==> config.mk <==
export PLATFORM = sky130hd
export DESIGN_NAME = fft_config_ctrl
export DESIGN_NICKNAME = d
export VERILOG_FILES = /design/src/rtl/fft_config_ctrl.sv
export SDC_FILE = /design/constraint.sdc
export NUM_CORES = 1
export LEC_CHECK = 0
export ABC_AREA = 1
export CORE_UTILIZATION = 30
export CTS_BUF_LIST = sky130_fd_sc_hd__clkbuf_2
export DETAILED_ROUTE_END_ITERATION = 10
export MAX_ROUTING_LAYER = met4
export PLACE_DENSITY = 0.55
export SYNTH_ARGS = -nofsm -noshare
export SYNTH_HDL_FRONTEND = slang
export SYNTH_SLANG_ARGS = --single-unit
==> constraint.sdc <==
create_clock -name clk -period 3.6 [get_ports clk]
set_input_delay 0.72 -clock clk [delete_from_list [all_inputs] [get_ports clk]]
set_output_delay 0.72 -clock clk [all_outputs]
set_load 0.02 [all_outputs]
==> src/rtl/fft_config_ctrl.sv <==
// fft_config_ctrl: single-beat AXI-Stream master for the FFT core config port.
// Each commit snapshots nfft/forward/scale_sch into a packed word. One more
// commit can wait in a shadow register behind the beat in flight. A commit
// made while the shadow is already full replaces the shadowed word and bumps
// drop_count.
module fft_config_ctrl #(
  parameter int NUM_CHANNELS    = 1,
  parameter int SCALE_SCH_WIDTH = 4,
  parameter int NFFT_WIDTH      = 5,
  parameter int CONFIG_WIDTH    = 16,
  parameter int COUNT_WIDTH     = 16
) (
  input  logic                                    clk,
  input  logic                                    resetn,
  input  logic [NUM_CHANNELS*SCALE_SCH_WIDTH-1:0] scale_sch,
  input  logic [NUM_CHANNELS-1:0]                 forward,
  input  logic [NFFT_WIDTH-1:0]                   nfft,
  input  logic                                    commit,
  input  logic                                    m_axis_tready,
  output logic                                    m_axis_tvalid,
  output logic                                    m_axis_tlast,
  output logic [CONFIG_WIDTH-1:0]                 m_axis_tdata,
  output logic                                    busy,
  output logic                                    done,
  output logic [COUNT_WIDTH-1:0]                  sent_count,
  output logic [COUNT_WIDTH-1:0]                  drop_count
);

  typedef enum logic {IDLE = 1'b0, SEND = 1'b1} state_t;

  localparam int SCH_LSB = NFFT_WIDTH + NUM_CHANNELS;

  state_t                  state_q, state_n;
  logic [CONFIG_WIDTH-1:0] data_q, data_n;
  logic [CONFIG_WIDTH-1:0] shadow_q, shadow_n;
  logic                    pending_q, pending_n;
  logic                    done_q;
  logic [COUNT_WIDTH-1:0]  sent_q, drop_q;
  logic [CONFIG_WIDTH-1:0] snap;
  logic                    hs;
  logic                    drop_inc;

  // Pack the live inputs LSB first: nfft, forward bits, scale schedules, zero pad
  always_comb begin
    snap = '0;
    snap[NFFT_WIDTH-1:0]                             = nfft;
    snap[NFFT_WIDTH +: NUM_CHANNELS]                 = forward;
    snap[SCH_LSB +: NUM_CHANNELS*SCALE_SCH_WIDTH]    = scale_sch;
  end

  assign hs = (state_q == SEND) && m_axis_tready;

  // Next-state: launch, hold under backpressure, chain the shadow word, queue or drop commits
  always_comb begin
    state_n   = state_q;
    data_n    = data_q;
    shadow_n  = shadow_q;
    pending_n = pending_q;
    drop_inc  = 1'b0;
    case (state_q)
      IDLE: begin
        if (commit) begin
          state_n = SEND;
          data_n  = snap;
        end
      end
      SEND: begin
        if (hs) begin
          if (pending_q) begin
            // Shadow word goes out with no bubble; a same-cycle commit takes its slot
            data_n    = shadow_q;
            pending_n = commit;
            if (commit) shadow_n = snap;
          end else if (commit) begin
            data_n = snap;              // back-to-back beat, nothing was queued
          end else begin
            state_n = IDLE;
          end
        end else if (commit) begin
          shadow_n  = snap;             // last commit wins
          pending_n = 1'b1;
          drop_inc  = pending_q;
        end
      end
      default: state_n = IDLE;
    endcase
  end

  // State, data and counter registers; async reset abandons any beat in flight
  always_ff @(posedge clk or negedge resetn) begin
    if (!resetn) begin
      state_q   <= IDLE;
      data_q    <= '0;
      shadow_q  <= '0;
      pending_q <= 1'b0;
      done_q    <= 1'b0;
      sent_q    <= '0;
      drop_q    <= '0;
    end else begin
      state_q   <= state_n;
      data_q    <= data_n;
      shadow_q  <= shadow_n;
      pending_q <= pending_n;
      done_q    <= hs;
      sent_q    <= sent_q + {{(COUNT_WIDTH-1){1'b0}}, hs};
      if (drop_inc && (drop_q != {COUNT_WIDTH{1'b1}}))
        drop_q <= drop_q + {{(COUNT_WIDTH-1){1'b0}}, 1'b1};
    end
  end

  assign m_axis_tvalid = (state_q == SEND);
  assign m_axis_tlast  = m_axis_tvalid;
  assign m_axis_tdata  = data_q;
  assign busy          = m_axis_tvalid | pending_q;
  assign done          = done_q;
  assign sent_count    = sent_q;
  assign drop_count    = drop_q;

endmodule

After elaboration in Yosys (flattened, before gate mapping):

Index checks and enable logic that the tools add are counted.
W data, S select, Z words.

* flip-flop bits (word level): 67
* bits of input ports: 14
* output and inout port bits: 52
* logic and storage cells: 36

* $add $sub $neg: 2
* equal/unequal tests: 3
* mux-type cells: 17
* bitwise operators: 2
* reductions and logical operators: 5

Operators with widths (number)
* $mux W16: 6
* $pmux W16 S2: 1
* $add A16 B1 Y16: 1
* $add A16 B1 Y16 const B: 1
* $ne A16 B16 Y1 const B: 1
* $mux W1: 9
* $reduce_and A2 Y1: 2
* $logic_and A1 B1 Y1: 2
* $ne A2 B1 Y1 const B: 1
* $ne A2 B2 Y1 const B: 1
* $pmux W1 S2: 1
* $reduce_bool A2 Y1: 1
* $not A1 Y1: 1
* $or A1 B1 Y1: 1

Logic depth before layout (Yosys ltp):

Gate-level depths: netlist of the first run.

* depth in word-level cells: 4
* gate-level depth with buffers: 9
* gate-level depth less buffers: 9

Worst setup path after synthesis of the first run:

OpenSTA, ideal clock, no wires.

* kind: input-to-reg
* from: input port m_axis_tready
* to: register sent_q[14] (netlist: sent_count[14])
* library setup time: 0.129 ns
* arrival: 1.650 ns
* data required time: 3.471 ns
* setup slack: 1.821 ns
* stages on the path: 9
* path buffers: 0
* path through: nand2_1 -> nor2_2 -> ha_1 -> nand2_1 -> nor2_1 -> nand2_1 -> nor2_1 -> nand2_1 -> xnor2_1

* word-level cells in the longest chain between the ends: 2

Ends and longest elaborated chain
* start: declaration: RTL line 19 `input logic m_axis_tready,`
* $logic_and A1 B1 Y1: RTL line 51 `assign hs = (state_q == SEND) && m_axis_tready;`
* $add A16 B1 Y16: RTL line 105 `sent_q <= sent_q + {{(COUNT_WIDTH-1){1'b0}}, hs};`
* end signal: assignment: RTL line 105
* end: declaration: RTL line 38 `logic [COUNT_WIDTH-1:0] sent_q, drop_q;`

Every way passes these cells.
A chain may end at the register's enable or synchronous reset.

Worst setup path in the final report of the first run:

* from: register state_q (netlist: m_axis_tlast)
* to: output port busy

* word-level cells in the longest chain between the ends: 1

Ends and longest elaborated chain
* start: declaration: RTL line 33 `state_t state_q, state_n;`
* start signal: assignment: RTL line 100 `state_q <= state_n;`
* $or A1 B1 Y1: RTL line 114 `assign busy = m_axis_tvalid | pending_q;`
* end: declaration: RTL line 23 `output logic busy,`

Every way passes these cells.

==> results of run 1 <==
## sequential cells by signal, summed over array words and instances, names as in the netlist
signal        count
m_axis_tdata     16
m_axis_tlast      1
pending_q         1
sent_count       16
done              1
shadow_q         10
drop_count       16
## cell families after synthesis
logic type,Yosys count
and+or+nand+nor,177
DFF,61
buffers and inverters,48
xor gates and xnor gates,20
adders and majority gates,3
AOI/OAI and AO/OA,29
## final cells by class
class / instances / area (sq um) / share of cell area [%]
well taps: 111 / 138.9 / 3.732
clock buffers: 10 / 50.05 / 1.345
repair buffers: 66 / 653.1 / 17.55
flip-flops and latches: 61 / 1526 / 41.02
inverters: 43 / 161.4 / 4.338
multi-input cells: 229 / 1114 / 29.93
clock inverters: 6 / 77.57 / 2.085
## placed cells by master, fill, tap and decap left out, types with 7 or more instances in the layout
cell type / synthesis / final
nand2_1: 96 / 96
clkdlybuf4s50_1: 0 / 64
dfrtp_1: 61 / 61
nor2_1: 49 / 49
inv_1: 40 / 40
xor2_1: 13 / 13
nand3_1: 12 / 12
o21ai_0: 12 / 12
o22ai_1: 10 / 10
clkbuf_2: 0 / 10
nand4_1: 7 / 7
xnor2_1: 7 / 7
## per-stage QoR
step           std cells  hold WS, ns  cell area (sq um)  utilization (%)  setup WS [ns]
3_3_place_gp         510       0.4672               3593            39.07          1.179
6_report             526       0.1923               3721            40.46          1.145
5_1_grt              526       0.1968               3721            40.46          1.008
3_5_place_dp         510       0.4804               3593            39.07          1.158
4_1_cts              526       0.1740               3721            40.46          1.097
2_1_floorplan        338       0.4244               2838                -          1.821
## report_power, final
group	total (mW)	internal [mW]	leakage [nW]	switching (mW)
combinational	0.655	0.301	0.865	0.354
clock	0.480	0.227	0.0808	0.253
sequential	0.964	0.823	0.764	0.141
## worst max-delay path by stage
| stage | cells past startpoint | slack, ns | to |
|---|---|---|---|
| 6_report | 3 | 1.14 | busy |
| 5_1_grt | 3 | 1.01 | busy |
| 4_1_cts | 3 | 1.10 | busy |
| 3_5_place_dp | 10 | 1.16 | sent_count[14] |
| 3_3_place_gp | 10 | 1.18 | sent_count[14] |
| 2_1_floorplan | 9 | 1.82 | sent_count[14] |
## layer usage
metal / up-vias / global-route usage (%) / routed length, um
met5: - / - / 0
met4: 0 / 6.448 / 104
met3: 10 / 3.022 / 276
met2: 51 / 22.17 / 2800
met1: 1083 / 18.11 / 2961
li1: 1198 / - / -
## worst reg2reg max path, delay by kind of cell, from the launching register on
| family | cells | cell delay [ns] |
|---|---|---|
| buffers and inverters | 1 | 0.18 |
| adders and majority gates | 1 | 0.27 |
| and+or+nand+nor | 7 | 0.78 |
| DFF | 1 | 0.49 |
==> impl_metrics.toml, run 1 <==
[run_status]
status = "finished clean"

[sta]
fin_worst_skew_ns = 0.03151
min_period_ns = 2.455
hold_viol_final = 0
rsz0062_at_grt = "no"
finalMaxSlewViolations = 0
setup_tns_ns = 0
relSlewSlack_pct = 58.66
period_share_pct = 68.20
setup_viol = 0
fmax_mhz = 407.3
worst_pin_slew_ns = 0.6201

[die]
fp.dieArea_sq_um = 9852
coreArea_sq_um = 9196
num_rows = 35
io_pins = 66
die_w_um = 99.26
die_h_um = 99.26
floorplan.initialDensity_pct = 30.86

[worst_setup_path]
critPathSlowestCell = "clkdlybuf4s50_1"
cp.buffers_inverters = 2
crit_path_max_incr_delay_ns = 0.61
critPathKind = "reg2out"
required_ns = 2.88
crit_path_cell_trace = "inv_1, nand2_1, clkdlybuf4s50_1"
r2r_start = "drop_count[0]"
startpoint_type = "register"
startpoint = "m_axis_tlast"
r2r_cells = 9
ff2ff_setup_slack_ns = 1.80
path_max_fanout = 7
critPathTopFamily = "buffers and inverters"
rr_endpoint = "drop_count[3]"
arrival_ns = 1.74
end_kind = "output port"

[placed_design]
dp.final_hpwl_mm = 4.336
gp_congestion = 0.7505
port_buffers = 65

[logic_synthesis]
synth_fa_ha_area_share_pct = 1.323
yosysWarningCount = 0
synth.most_common_cell = "nand2_1"
synth_compound_area_share_pct = 5.556
synth_ff_type = "dfrtp_1"
synth-xor-area-share_pct = 6.173
syn_nets = 355
syn-mean-instance-area_sq_um = 8.396
synthArstFlopShare_pct = 100.0
syn_area_sq_um = 2838
synthCells = 338
ys_seq_area_share_pct = 53.79
synth_edf_count = 0
synth_top_area_share_pct = 53.79
synthSimpleGateAreaFrac_pct = 26.19
synth_area_leaders = "dfrtp_1, nand2_1, nor2_1, inv_1, xor2_1"
synth.largest_area_cell = "dfrtp_1"
synth_common_cells = "nand2_1, dfrtp_1, nor2_1"
synth_top_family_by_area = "simple AND/OR/NAND/NOR gates"
synth_cell_type_count = 25
ys_seq_elements = 61
muxShareOfSynthArea_pct = 0

[cts]
cts_buffers = 9
cts_tree = "yes"
post_cts_buffers = 0
cts_resized = 0
cts_buffer_depth = 2
htreeDepth = 3
cts_root_buf = "clkbuf_2"
ctsHoldBuffers = 0
cts_sinks = 61
path_clk_slew_ns = 0.18
clk_latency_ns = 0.48

[grt]
grt_pass1_wl_mm = 10.81
grt_use_total_pct = 14.34
grt_max_degree = 40
antenna_found_initial = 0
grt-ovfl-total = 0
grt_pass1_vias = 2312

[final_layout]
n_antenna_cell = 0
fillers = 990
finalNetCount = 427
area_growth_pct = 31.13
drive_gt1_share_pct = 6.506

[drt]
viasPerCell = 4.452
drt_drc_violations_left = 0
ant_nets = 0
drt_wl_total_mm = 6.142
drt-initial-drc-count = 76
drt-wirelength-per-cell_um = 11.68
via_count = 2342
first_pass_iters = 4

[power_and_ir_drop]
p_leak_nw = 1.710
finalPower_mw = 2.099
p_per_area_nw_per_um2 = 564.1
ir_drop_mv = 0.2266

[min_path]
worstHoldPathType = "in2async"

[flow_run]
cap_violations = 0
No activity file was read; power rests on OpenSTA's default activity.
==> run 2, diff against run 1 <==
==> constraint.sdc (replaced) <==
create_clock -name clk -period 2.4 [get_ports clk]
set_input_delay 0.48 -clock clk [delete_from_list [all_inputs] [get_ports clk]]
set_output_delay 0.48 -clock clk [all_outputs]
set_load 0.02 [all_outputs]
==> run 2 against run 1 <==
Register-to-register slack got worse by 1.2 ns. Global-route usage about the same. Die area unchanged. Clock skew decreased by 0.014 ns. Hold slack improved by 0.30 ns. Sequential share of layout area decreased by 0.57 points. Cell count increased by 0.76%. Worst setup slack got worse by 0.98 ns. Wire length about the same. Clock power increased by 55%. Clock-buffer cell count decreased by 1. Critical endpoint unchanged. Largest power group unchanged. Highest routed layer unchanged.
==> impl_metrics.toml, run 2 (same netlist as run 1, synthesis figures left out) <==
[run_status]
status = "finished clean"

[worst_setup_path]
r2r_cells = 9
startpoint_type = "register"
required_ns = 1.92
critPathKind = "reg2out"
arrival_ns = 1.75
end_kind = "output port"
path_max_fanout = 7

[cts]
cts_tree = "yes"
cts_buffers = 9
cts_root_buf = "clkbuf_2"
path_clk_slew_ns = 0.19
cts_buffer_depth = 2
htreeDepth = 3
clk_latency_ns = 0.50
cts_sinks = 61

[power_and_ir_drop]
ir_drop_mv = 0.3242
p_per_area_nw_per_um2 = 842.8
p_leak_nw = 1.732

[final_layout]
final_core_util_pct = 41.03
final_area_sq_um = 3774
n_antenna_cell = 0
final_cell_mix = "nand2_1, clkdlybuf4s50_1, dfrtp_1, nor2_1, inv_1"
area_growth_pct = 32.98
drive_gt1_share_pct = 7.399
finalNetCount = 431
final_common_cell = "nand2_1"

[grt]
grt_pass1_wl_mm = 10.75
grt_pass1_vias = 2353
grt_use_total_pct = 14.39
grt_max_degree = 38
grt-ovfl-total = 0
antenna_found_initial = 0

[sta]
setup_tns_ns = 0
period_share_pct = 93.09
fin_worst_skew_ns = 0.01721
hold_viol_final = 0
relSlewSlack_pct = 59.49
setup_ws_ns = 0.1659
min_period_ns = 2.234
rsz0062_at_grt = "no"
setup_viol = 0
finalMaxSlewViolations = 0
fmax_mhz = 447.6
worst_pin_slew_ns = 0.6077

[placed_design]
dp_slack_ns = 0.1676
port_buffers = 65
placed_cell_area_sq_um = 3628
gp_congestion = 0.7679
dp.final_hpwl_mm = 4.446

[die]
coreArea_sq_um = 9196
num_rows = 35
io_pins = 66
fp.dieArea_sq_um = 9852
floorplan.initialDensity_pct = 30.86
die_w_um = 99.26
die_h_um = 99.26

[flow_run]
cap_violations = 0

[drt]
drt_drc_violations_left = 0
ant_nets = 0
first_pass_iters = 4
viasPerCell = 4.453
drt-initial-drc-count = 73
via_count = 2360
drt_wl_total_mm = 6.138
drt-wirelength-per-cell_um = 11.58

[min_path]
worstHoldPathType = "in2async"
run 2: cell types whose count changed in the layout (fill, tap and decap cells not counted):
cell / change
clkinv_4: +1
clkinvlp_4: +1
buf_4: +2
dlygate4sd3_1: +1
clkbuf_2: -1
buf_12: +1
clkinv_1: -1
run 2: path summary, 6_finish.rpt:
check	from	to	slack [ns]
max reg2reg	m_axis_tlast	sent_count[14]	0.64
min reg2reg	m_axis_tdata[10]	m_axis_tdata[10]	0.51
max in group asynchronous	resetn	m_axis_tlast	1.28
min	resetn	shadow_q[3]	0.49
min in group clk	m_axis_tdata[10]	m_axis_tdata[10]	0.51
max	m_axis_tlast	busy	0.17
run 2: layer usage:
| metal | share of wire (%) | up-vias | global-route usage [%] |
|---|---|---|---|
| met5 | 0 | - | - |
| met4 | 1.7 | 0 | 5.430 |
| met3 | 3.8 | 9 | 4.076 |
| met2 | 46 | 50 | 22.22 |
| met1 | 49 | 1094 | 17.95 |
| li1 | - | 1207 | - |
run 2: stage by stage:
| stage | total power [mW] | instances | hold WS, ns |
|---|---|---|---|
| 3_3_place_gp | 2.457 | 513 | 0.4676 |
| 3_5_place_dp | 2.471 | 513 | 0.4798 |
| 4_1_cts | 3.231 | 530 | 0.4697 |
| 2_1_floorplan | 1.966 | 338 | 0.1844 |
| 6_report | 3.181 | 530 | 0.4883 |
| 5_1_grt | 3.406 | 530 | 0.4786 |
run 2: cell type report:
cell class | instances | area [sq um]
multi-input combinational | 229 | 1114
tap | 111 | 138.9
clock buffer | 9 | 45.04
inverter | 43 | 161.4
timing repair buffer | 70 | 698.2
sequential | 61 | 1526
fill | 949 | 5423
clock inverter | 7 | 90.09
run 2: what timing repair did:
action,CTS,global route
setup buffers,0,0
hold buffers,1,0
gates resized for setup,0,0
hold endpoints to repair,24,0
run 2: power breakdown:
part | switching, mW | total, mW | internal (mW) | leakage (nW)
clock | 0.405 | 0.745 | 0.339 | 0.0793
combinational | 0.534 | 0.994 | 0.460 | 0.889
sequential | 0.208 | 1.44 | 1.23 | 0.764
run 2: worst max-delay path: stages, from the launching register on:
cell	delay, ns
dfrtp_1	0.51
inv_1	0.08
nand2_1	0.07
clkdlybuf4s50_1	0.61
